==> src/rtl/i2s_apb_regbank.sv <==
// APB register bank for the I2S transceiver: CTRL/STATUS/IRQ registers plus
// small TX/RX holding buffers that own the push/pop handshakes to the FIFOs.
module i2s_apb_regbank #(
  parameter int DW        = 32,
  parameter int CTRL_W    = 13,
  parameter int TXB_DEPTH = 2,
  parameter int RXB_DEPTH = 2,
  parameter int ADDR_W    = 8
) (
  input  logic              pclk,
  input  logic              preset,
  input  logic              psel,
  input  logic              penable,
  input  logic              pwrite,
  input  logic [ADDR_W-1:0] paddr,
  input  logic [31:0]       pwdata,
  output logic [31:0]       prdata,
  output logic              pready,
  output logic              pslverr,
  input  logic [3:0]        flags,
  output logic [CTRL_W-1:0] controls,
  input  logic              tx_full,
  output logic              tx_wen,
  output logic [DW-1:0]     tx_data,
  input  logic              rx_empty,
  output logic              rx_ren,
  input  logic [DW-1:0]     rx_data,
  output logic              irq
);

  localparam int TXP_W = (TXB_DEPTH > 1) ? $clog2(TXB_DEPTH) : 1;
  localparam int RXP_W = (RXB_DEPTH > 1) ? $clog2(RXB_DEPTH) : 1;
  localparam logic [7:0] TX_MAX = 8'(TXB_DEPTH);
  localparam logic [7:0] RX_MAX = 8'(RXB_DEPTH);
  localparam logic [TXP_W-1:0] TX_LAST = TXP_W'(TXB_DEPTH - 1);
  localparam logic [RXP_W-1:0] RX_LAST = RXP_W'(RXB_DEPTH - 1);

  localparam int AW = ADDR_W - 2;
  localparam logic [AW-1:0] A_CTRL   = AW'(0);
  localparam logic [AW-1:0] A_STATUS = AW'(1);
  localparam logic [AW-1:0] A_TXDATA = AW'(2);
  localparam logic [AW-1:0] A_RXDATA = AW'(3);
  localparam logic [AW-1:0] A_IRQ_EN = AW'(4);
  localparam logic [AW-1:0] A_IRQ_ST = AW'(5);

  typedef enum logic [1:0] {T_IDLE = 2'd0, T_PUSH = 2'd1, T_GAP = 2'd2} tx_state_e;
  typedef enum logic [1:0] {R_IDLE = 2'd0, R_REQ = 2'd1, R_CAP = 2'd2} rx_state_e;

  tx_state_e tx_state_q, tx_state_d;
  rx_state_e rx_state_q, rx_state_d;

  logic [CTRL_W-1:0] ctrl_q, ctrl_d;
  logic [3:0]        irq_en_q, irq_en_d;
  logic              tx_ovf_q, tx_ovf_d;
  logic              rx_unf_q, rx_unf_d;
  logic              irq_q, irq_d;

  logic [DW-1:0]     tx_mem_q [TXB_DEPTH];
  logic [DW-1:0]     tx_mem_d [TXB_DEPTH];
  logic [TXP_W-1:0]  tx_wr_q, tx_wr_d, tx_rd_q, tx_rd_d;
  logic [7:0]        tx_cnt_q, tx_cnt_d;

  logic [DW-1:0]     rx_mem_q [RXB_DEPTH];
  logic [DW-1:0]     rx_mem_d [RXB_DEPTH];
  logic [RXP_W-1:0]  rx_wr_q, rx_wr_d, rx_rd_q, rx_rd_d;
  logic [7:0]        rx_cnt_q, rx_cnt_d;

  logic              rd_phase_q, rd_phase_d;
  logic [31:0]       rd_data_q, rd_data_d;
  logic              rd_err_q, rd_err_d;
  logic              rd_pop_q, rd_pop_d;
  logic              rd_unf_q, rd_unf_d;

  logic [AW-1:0] word;
  logic sel_ctrl, sel_status, sel_tx, sel_rx, sel_ien, sel_ist, addr_ok;
  logic access, wr_acc, wr_done, rd_first, rd_done;
  logic flush, tx_push_req, tx_ovf_evt, tx_enq, tx_deq;
  logic rx_cap, rx_pop, rx_unf_evt, w1c;
  logic wr_err;
  logic [31:0] rd_mux;
  logic [3:0]  irq_stat;
  logic unused_bits;

  assign unused_bits = ^{paddr[1:0], pwdata};

  // APB: a transfer completes in the cycle where psel&penable&pready are all
  // high; pslverr is only meaningful in that cycle. Writes complete in their
  // first access cycle, reads in their second (rd_phase_q marks the wait).
  assign word       = paddr[ADDR_W-1:2];
  assign sel_ctrl   = (word == A_CTRL);
  assign sel_status = (word == A_STATUS);
  assign sel_tx     = (word == A_TXDATA);
  assign sel_rx     = (word == A_RXDATA);
  assign sel_ien    = (word == A_IRQ_EN);
  assign sel_ist    = (word == A_IRQ_ST);
  assign addr_ok    = sel_ctrl | sel_status | sel_tx | sel_rx | sel_ien | sel_ist;

  assign access   = psel & penable;
  assign wr_acc   = access & pwrite;
  assign wr_done  = wr_acc & preset;
  assign rd_first = access & ~pwrite & ~rd_phase_q;
  assign rd_done  = access & ~pwrite & rd_phase_q;

  assign flush       = wr_acc & sel_ctrl & pwdata[31];
  assign tx_push_req = wr_acc & sel_tx;
  assign tx_ovf_evt  = tx_push_req & (tx_cnt_q == TX_MAX);
  assign tx_enq      = tx_push_req & ~tx_ovf_evt;
  assign tx_deq      = (tx_state_q == T_PUSH);
  assign rx_cap      = (rx_state_q == R_CAP) & ~flush;
  assign rx_pop      = rd_done & rd_pop_q;
  assign rx_unf_evt  = rd_done & rd_unf_q;
  assign w1c         = wr_acc & sel_ist;
  assign wr_err      = ~addr_ok | tx_ovf_evt;

  assign pready   = wr_done | rd_done;
  assign pslverr  = (wr_done & wr_err) | (rd_done & rd_err_q);
  assign prdata   = rd_done ? rd_data_q : 32'd0;
  assign controls = ctrl_q;
  assign irq      = irq_q;
  assign irq_stat = {(tx_cnt_q == 8'd0), (rx_cnt_q != 8'd0), rx_unf_q, tx_ovf_q};

  // TX drain FSM
  always_ff @(posedge pclk or negedge preset) begin
    if (!preset) tx_state_q <= T_IDLE;
    else         tx_state_q <= tx_state_d;
  end

  always_comb begin
    tx_state_d = tx_state_q;
    case (tx_state_q)
      T_IDLE:  if ((tx_cnt_q != 8'd0) && !tx_full && !flush) tx_state_d = T_PUSH;
      T_PUSH:  tx_state_d = T_GAP;
      T_GAP:   tx_state_d = T_IDLE;
      default: tx_state_d = T_IDLE;
    endcase
  end

  always_comb begin
    tx_wen  = (tx_state_q == T_PUSH);
    tx_data = tx_mem_q[tx_rd_q];
  end

  // RX fill FSM
  always_ff @(posedge pclk or negedge preset) begin
    if (!preset) rx_state_q <= R_IDLE;
    else         rx_state_q <= rx_state_d;
  end

  always_comb begin
    rx_state_d = rx_state_q;
    case (rx_state_q)
      R_IDLE:  if (!rx_empty && (rx_cnt_q < RX_MAX)) rx_state_d = R_REQ;
      R_REQ:   rx_state_d = R_CAP;
      R_CAP:   rx_state_d = R_IDLE;
      default: rx_state_d = R_IDLE;
    endcase
  end

  always_comb begin
    rx_ren = (rx_state_q == R_REQ);
  end

  // TX holding buffer; a flush wins over any same-cycle enqueue/dequeue.
  always_comb begin
    tx_mem_d = tx_mem_q;
    tx_wr_d  = tx_wr_q;
    tx_rd_d  = tx_rd_q;
    tx_cnt_d = tx_cnt_q;
    if (flush) begin
      tx_wr_d  = '0;
      tx_rd_d  = '0;
      tx_cnt_d = 8'd0;
    end else begin
      if (tx_enq) begin
        tx_mem_d[tx_wr_q] = pwdata[DW-1:0];
        tx_wr_d = (tx_wr_q == TX_LAST) ? '0 : tx_wr_q + 1'b1;
      end
      if (tx_deq) tx_rd_d = (tx_rd_q == TX_LAST) ? '0 : tx_rd_q + 1'b1;
      tx_cnt_d = tx_cnt_q + 8'(tx_enq) - 8'(tx_deq);
    end
  end

  always_comb begin
    rx_mem_d = rx_mem_q;
    rx_wr_d  = rx_wr_q;
    rx_rd_d  = rx_rd_q;
    rx_cnt_d = rx_cnt_q;
    if (flush) begin
      rx_wr_d  = '0;
      rx_rd_d  = '0;
      rx_cnt_d = 8'd0;
    end else begin
      if (rx_cap) begin
        rx_mem_d[rx_wr_q] = rx_data;
        rx_wr_d = (rx_wr_q == RX_LAST) ? '0 : rx_wr_q + 1'b1;
      end
      if (rx_pop) rx_rd_d = (rx_rd_q == RX_LAST) ? '0 : rx_rd_q + 1'b1;
      rx_cnt_d = rx_cnt_q + 8'(rx_cap) - 8'(rx_pop);
    end
  end

  // Read data is captured in the first access cycle and presented in the second.
  always_comb begin
    rd_mux = 32'd0;
    if (sel_ctrl)        rd_mux = 32'(ctrl_q);
    else if (sel_status) rd_mux = {flags, 12'd0, rx_cnt_q, tx_cnt_q};
    else if (sel_rx)     rd_mux = (rx_cnt_q != 8'd0) ? 32'(rx_mem_q[rx_rd_q]) : 32'd0;
    else if (sel_ien)    rd_mux = {28'd0, irq_en_q};
    else if (sel_ist)    rd_mux = {28'd0, irq_stat};
  end

  always_comb begin
    rd_phase_d = rd_first;
    rd_data_d  = rd_first ? rd_mux : 32'd0;
    rd_err_d   = rd_first & (~addr_ok | (sel_rx & (rx_cnt_q == 8'd0)));
    rd_pop_d   = rd_first & sel_rx & (rx_cnt_q != 8'd0);
    rd_unf_d   = rd_first & sel_rx & (rx_cnt_q == 8'd0);
  end

  // Control/status registers; a sticky set event beats a same-cycle W1C.
  always_comb begin
    ctrl_d   = ctrl_q;
    irq_en_d = irq_en_q;
    if (wr_acc && sel_ctrl) ctrl_d   = pwdata[CTRL_W-1:0];
    if (wr_acc && sel_ien)  irq_en_d = pwdata[3:0];
    tx_ovf_d = (tx_ovf_q & ~(w1c & pwdata[0])) | tx_ovf_evt;
    rx_unf_d = (rx_unf_q & ~(w1c & pwdata[1])) | rx_unf_evt;
    irq_d    = |(irq_stat & irq_en_q);
  end

  always_ff @(posedge pclk or negedge preset) begin
    if (!preset) begin
      ctrl_q     <= '0;
      irq_en_q   <= '0;
      tx_ovf_q   <= 1'b0;
      rx_unf_q   <= 1'b0;
      irq_q      <= 1'b0;
      for (int i = 0; i < TXB_DEPTH; i++) tx_mem_q[i] <= '0;
      for (int i = 0; i < RXB_DEPTH; i++) rx_mem_q[i] <= '0;
      tx_wr_q    <= '0;
      tx_rd_q    <= '0;
      tx_cnt_q   <= 8'd0;
      rx_wr_q    <= '0;
      rx_rd_q    <= '0;
      rx_cnt_q   <= 8'd0;
      rd_phase_q <= 1'b0;
      rd_data_q  <= 32'd0;
      rd_err_q   <= 1'b0;
      rd_pop_q   <= 1'b0;
      rd_unf_q   <= 1'b0;
    end else begin
      ctrl_q     <= ctrl_d;
      irq_en_q   <= irq_en_d;
      tx_ovf_q   <= tx_ovf_d;
      rx_unf_q   <= rx_unf_d;
      irq_q      <= irq_d;
      tx_mem_q   <= tx_mem_d;
      rx_mem_q   <= rx_mem_d;
      tx_wr_q    <= tx_wr_d;
      tx_rd_q    <= tx_rd_d;
      tx_cnt_q   <= tx_cnt_d;
      rx_wr_q    <= rx_wr_d;
      rx_rd_q    <= rx_rd_d;
      rx_cnt_q   <= rx_cnt_d;
      rd_phase_q <= rd_phase_d;
      rd_data_q  <= rd_data_d;
      rd_err_q   <= rd_err_d;
      rd_pop_q   <= rd_pop_d;
      rd_unf_q   <= rd_unf_d;
    end
  end

endmodule

==> config.mk <==
export PLATFORM = sky130hd
export DESIGN_NAME = i2s_apb_regbank
export DESIGN_NICKNAME = d
export VERILOG_FILES = /design/src/rtl/i2s_apb_regbank.sv
export SDC_FILE = /design/constraint.sdc
export NUM_CORES = 1
export LEC_CHECK = 0
export CELL_PAD_IN_SITES_DETAIL_PLACEMENT = 0
export CELL_PAD_IN_SITES_GLOBAL_PLACEMENT = 1
export CORE_ASPECT_RATIO = 0.75
export CORE_MARGIN = 5
export CORE_UTILIZATION = 39
export DETAILED_ROUTE_END_ITERATION = 10
export PLACE_DENSITY_LB_ADDON = 0.3
export SYNTH_ARGS = -nofsm -noshare
export SYNTH_HDL_FRONTEND = slang
export SYNTH_SLANG_ARGS = --single-unit
export TNS_END_PERCENT = 20
==> constraint.sdc <==
create_clock -name pclk -period 2.7 [get_ports pclk]
set_input_delay 0.675 -clock pclk [delete_from_list [all_inputs] [get_ports pclk]]
set_output_delay 0.675 -clock pclk [all_outputs]
set_load 0.01 [all_outputs]
Yosys cells after proc, flatten, opt, wreduce, memory -nomap -nowiden
Cells that the tools add are included.

cells by class
  mux-type cells = 38
  equal/unequal tests = 11
  add/sub/neg operators = 8
  bitwise operators = 49
  reductions and logical operators = 24
  order comparisons = 7

operator list
  kind                number
  $mux 32             14
  $bwmux 64           2
  $demux 32 s1        2
  $and 1x1->1         26
  $add 8x1->8         2
  $logic_not 8->1     2
  $mux 8              2
  $reduce_bool 8->1   2
  $sub 8x1->8         2
  $eq 6x2->1 const B  2
  $eq 6x3->1 const B  2
  $mux 1              12
  $or 1x1->1          11
  $eq 8x2->1 const B  1
  $ge 2x2->1 const B  4
  $lt 8x2->1 const B  1
  $mux 4              2
  $not 1->2           4
  $pmux 2 s2          2
  $reduce_bool 2->1   4
  $logic_and 1x1->1   7
  $not 1->1           7
  $eq 6x1->1 const B  1
  $logic_not 6->1     1
  11 further kinds    22

storage, ports and cells
  register bits after elaboration = 208
  logic and storage cells = 159

Longest topological paths before layout
  word-level depth = 10
  depth in mapped cells = 12
  mapped depth without buffers = 12

Worst setup path after synthesis
OpenSTA, ideal clock, no wires.

  path kind = input -> register
  start point = in paddr[4]
  end point = reg rx_cnt_q[6]
  setup time = 0.079 ns
  arrival time = 3.315 ns
  buffers on the path = 1
  setup slack = -0.694 ns
  stages = 11
  data required time = 2.621 ns
  path through = or4_1 clkbuf_1 o41ai_2 ha_1 inv_1 ha_1 fa_1 a211o_1 a31o_2 a21oi_1 mux2i_1

on the way
  longest elaborated chain between the ends = 8

RTL lines
  item                           line  source
  start: declaration             15    input logic [ADDR_W-1:0] paddr,
  $logic_not 6->1 (*)            90    assign sel_ctrl = (word == A_CTRL);
  $and 1x1->1 (*) (2 in series)  104   assign flush = wr_acc & sel_ctrl & pwdata[31];
  $not 1->1 (no line)            n/a
  $and 1x1->1                    109   assign rx_cap = (rx_state_q == R_CAP) & ~flush;
  $add 8x1->8                    198   rx_cnt_d = rx_cnt_q + 8'(rx_cap) - 8'(rx_pop);
  $sub 8x1->8                    198
  $mux 8 (*)                     188   if (flush) begin
  via rx_cnt_d[6]                66    logic [7:0] rx_cnt_q, rx_cnt_d;
  end signal: assignment         264   rx_cnt_q <= rx_cnt_d;
  end: declaration               66

The timed path passes the listed nets; every way through them passes the cells marked *.
A chain may end at the register's enable or synchronous reset.

Final worst setup path
  start point = reg tx_cnt_q[7]
  end point = out pslverr

on the way
  longest elaborated chain between the ends = 5

RTL lines
  item                      line  source
  start: declaration        61    logic [7:0] tx_cnt_q, tx_cnt_d;
  start signal: assignment  261   tx_cnt_q <= tx_cnt_d;
  $eq 8x2->1                106   assign tx_ovf_evt = tx_push_req & (tx_cnt_q == TX_MAX);
  $and 1x1->1               106
  $or 1x1->1                113   assign wr_err = ~addr_ok | tx_ovf_evt;
  $and 1x1->1               116   assign pslverr = (wr_done & wr_err) | (rd_done & rd_err_q);
  $or 1x1->1                116
  end: declaration          19    output logic pslverr,

Every way passes these cells.

==> results.json <==
{
  "clk_latency_ps": 510,
  "tritoncts_num_sinks": 208,
  "layout.cells.non_filler": 1342,
  "ctsRootBufferMaster": "sky130_fd_sc_hd__clkbuf_16",
  "num_io_pins": 165,
  "detail_route.wl_per_cell_um": 18.9,
  "fmax_mhz": 339,
  "ir_worst_vdd_uv": 468,
  "pre_repair_dr_iteration_count": 6,
  "netlist_instances": 757,
  "final.period_utilization_pct": 109,
  "maxCapViolations": 0,
  "yosys_register_bits": 208,
  "worst_ep_required_time_ps": 2030,
  "maximum_number_of_pins_on_one_net_before_global_route_repair": 182,
  "grt_pass1_wl_um": 40900,
  "route.layer.met1.wl_um": 12400,
  "routed_wirelength_um": 25400,
  "coreArea_um2": 24700,
  "yosys.cell_types.count": 51,
  "clk_pin_slew_worst_paths_ps": 60,
  "hold_class": "reg -> reg",
  "max_slew_margin_pct": 25.2,
  "leakagePower_nw": 6.56,
  "timing.critical_path.to_type": "output pin",
  "fill_cells": 2159,
  "route.vias.total": 6774,
  "antenna_violations_before_repair": 0,
  "cts-root-to-sink-buffers": 3,
  "critPathTopFamily": "simple AND/OR/NAND/NOR gates",
  "post-route-drc-count": 0,
  "die-area_um2": 28200,
  "crit_path_cell_trace": "inv_1, ha_4, nand4b_1, or2_4, o31ai_4, a32o_2, buf_6",
  "async_reset_ff_share_pct": 100,
  "worst_slew_pin_slew_ps": 1120,
  "tritoncts": "built",
  "synthesis.area_per_instance_um2": 12.8,
  "initialDrtViolationCount": 318,
  "timing.hold.ws_ps": 451,
  "synth_edf_count": 0,
  "h-tree-depth": 1,
  "synth.net_count": 866,
  "yosys_most_used_dff": "sky130_fd_sc_hd__dfrtp_1",
  "ys_seq_area_share_pct": 53.7,
  "drv_slew": 0,
  "most_frequent_standard_cell_in_the_layout_excluding_fill_and_tap_cells": "sky130_fd_sc_hd__dfrtp_1",
  "top_layer_used": "met4",
  "worst-setup-path-type": "reg -> out",
  "design.final.nets": 1097,
  "grt_usage_pct": 18.1,
  "globalRoute.totalOverflow": 0,
  "numCtsBuffers": 23,
  "yosys_warns": 0,
  "tns_ps": -552,
  "cp_data_arrival_time_ps": 2270,
  "port_buffers": 162,
  "mappedNetlistArea_um2": 9700,
  "dpl_ws_ps": -1010,
  "ant_diodes": 0,
  "detailed_place_hpwl_um": 17600,
  "critical_path.startpoint_type": "register",
  "report.final.setup_viol": 5,
  "placed_cells": 1287,
  "finalWeightedCongestion": 0.857,
  "routed-wl-met3_um": 1140,
  "power-per-cell-area_nw_per_um2": 818,
  "die-width_um": 192,
  "initial_utilization_pct": 39.3,
  "drive_gt1_share_pct": 33.6,
  "max_stage_delay_ps": 380,
  "worst_path_max_delay_cell": "sky130_fd_sc_hd__dfrtp_1",
  "failing_checks": "setup timing",
  "worstPathMaxFanout": 3,
  "wl_met2_um": 11500,
  "core.rowCount": 50,
  "area.sequential_um2": 5210,
  "synthToLayoutAreaGrowth_pct": 36.9,
  "final_cell_mix": "sky130_fd_sc_hd__dfrtp_1 (207), sky130_fd_sc_hd__mux2_2 (163), sky130_fd_sc_hd__clkdlybuf4s50_1 (93)",
  "critical_path_buf_inv_count": 2,
  "timing.final.ws_setup_ps": -248,
  "timing.clock.skew_ps": 10.3,
  "rsz0062_at_grt": "true",
  "die_h_um": 147,
  "run_status": "finished, violations left",
  "fin_crit_ps": 2950,
  "grt_pass1_vias": 7109,
  "antenna_left": 0,
  "vias_per_cell": 5.05,
  "multi_input_area_um2": 4330,
  "hold_violations": 0
}
[stage by stage]
step                      util, %  area (µm²)  power (mW)
after floorplan                 -        9710        6.41
after global placement       49.5       12200        7.49
after detailed placement     49.5       12200        7.56
after CTS                    53.3       13200        10.9
after global routing         53.7       13300        11.6
final                        53.7       13300        10.9
[state kept, by name, summed over array words and instances (netlist names), 2 cells and up]
| register | count |
|---|---|
| controls | 13 |
| irq_en_q | 4 |
| tx_mem_q | 64 |
| rx_cnt_q | 8 |
| rx_mem_q | 64 |
| rx_state_q | 2 |
| tx_cnt_q | 8 |
| tx_state_q | 2 |
| rd_data_q | 32 |
[cells in the mapped netlist (5+ instances only)]
| master | instances | area share (%) |
|---|---|---|
| sky130_fd_sc_hd__dfrtp_1 | 208 | 54 |
| sky130_fd_sc_hd__mux2_2 | 163 | 19 |
| sky130_fd_sc_hd__and2_1 | 38 | 2.5 |
| sky130_fd_sc_hd__nor2_1 | 36 | 1.4 |
| sky130_fd_sc_hd__mux2_1 | 34 | 3.9 |
| sky130_fd_sc_hd__inv_1 | 27 | 1.0 |
| sky130_fd_sc_hd__clkbuf_1 | 26 | 1.0 |
| sky130_fd_sc_hd__ha_1 | 24 | 3.1 |
| sky130_fd_sc_hd__nand2_1 | 24 | 0.93 |
| sky130_fd_sc_hd__a21oi_1 | 22 | 1.1 |
| sky130_fd_sc_hd__mux2i_1 | 18 | 1.9 |
| sky130_fd_sc_hd__a32oi_1 | 16 | 1.4 |
| sky130_fd_sc_hd__nor3_1 | 10 | 0.52 |
| sky130_fd_sc_hd__buf_2 | 8 | 0.41 |
| sky130_fd_sc_hd__nand3_1 | 7 | 0.36 |
| sky130_fd_sc_hd__xnor2_1 | 7 | 0.63 |
| sky130_fd_sc_hd__nand2b_1 | 6 | 0.39 |
| sky130_fd_sc_hd__nor2b_1 | 6 | 0.39 |
| sky130_fd_sc_hd__a2111oi_0 | 5 | 0.45 |
[cells by family after synthesis]
kind of cell | synth area share [%]
AOI/OAI and AO/OA | 6.08
buffers and inverters | 2.97
and+or+nand+nor | 8.42
xor gates and xnor gates | 0.632
adders and majority gates | 3.51
DFF | 53.7
muxes | 24.7
[where the power goes]
part,total (mW),internal (mW),switching (mW)
registers,4.19,3.80,0.393
clock network,3.21,1.95,1.26
logic,3.46,1.86,1.60
total,10.9,7.61,3.26
[repair_timing]
action,CTS,global route
hold endpoints to repair,0,3
hold buffers,0,1
endpoints found under the setup margin,77,46
pin swaps,15,14
cloned,2,0
buffers inserted,10,1
gates resized for setup,136,36
[metal layers]
| layer | track usage [%] | vias up |
|---|---|---|
| li1 | - | 3166 |
| met1 | 27.2 | 3441 |
| met2 | 28.3 | 142 |
| met3 | 2.80 | 25 |
| met4 | 3.06 | 0 |
| met5 | 0 | - |
[path summary, 6_finish.rpt]
kind / start / endpoint / slack, ps / cells past startpoint
min in group asynchronous: preset / rd_err_q / 590 / 2
setup / recovery: tx_cnt_q[7] / pslverr / -250 / 7
hold / removal: tx_state_q[1] / tx_state_q[1] / 450 / 1
max in group asynchronous: preset / rx_rd_q / 460 / 4
hold reg to reg: tx_state_q[1] / tx_state_q[1] / 450 / 1
setup reg to reg: tx_cnt_q[7] / tx_cnt_q[6] / -220 / 12
[worst reg2reg max path, stage by stage, from the launching register on]
cell and delay (ps):
sky130_fd_sc_hd__dfrtp_1 380, sky130_fd_sc_hd__inv_1 110, sky130_fd_sc_hd__ha_4 140, sky130_fd_sc_hd__nand4b_1 280, sky130_fd_sc_hd__o2111ai_2 340, sky130_fd_sc_hd__ha_1 160
sky130_fd_sc_hd__inv_1 50, sky130_fd_sc_hd__ha_2 180, sky130_fd_sc_hd__fa_2 350, sky130_fd_sc_hd__a211o_1 280, sky130_fd_sc_hd__a31o_2 240, sky130_fd_sc_hd__a21oi_2 140
sky130_fd_sc_hd__mux2i_1 200
[layout make-up]
cell class / count / share of cell area [%]
clock buffer: 34 / 5.17
multi-input combinational: 481 / 32.6
timing repair buffer: 247 / 18.4
inverter: 27 / 0.763
tap: 338 / 3.19
sequential: 208 / 39.2
clock inverter: 7 / 0.697
(Power assumes the default switching activity.)
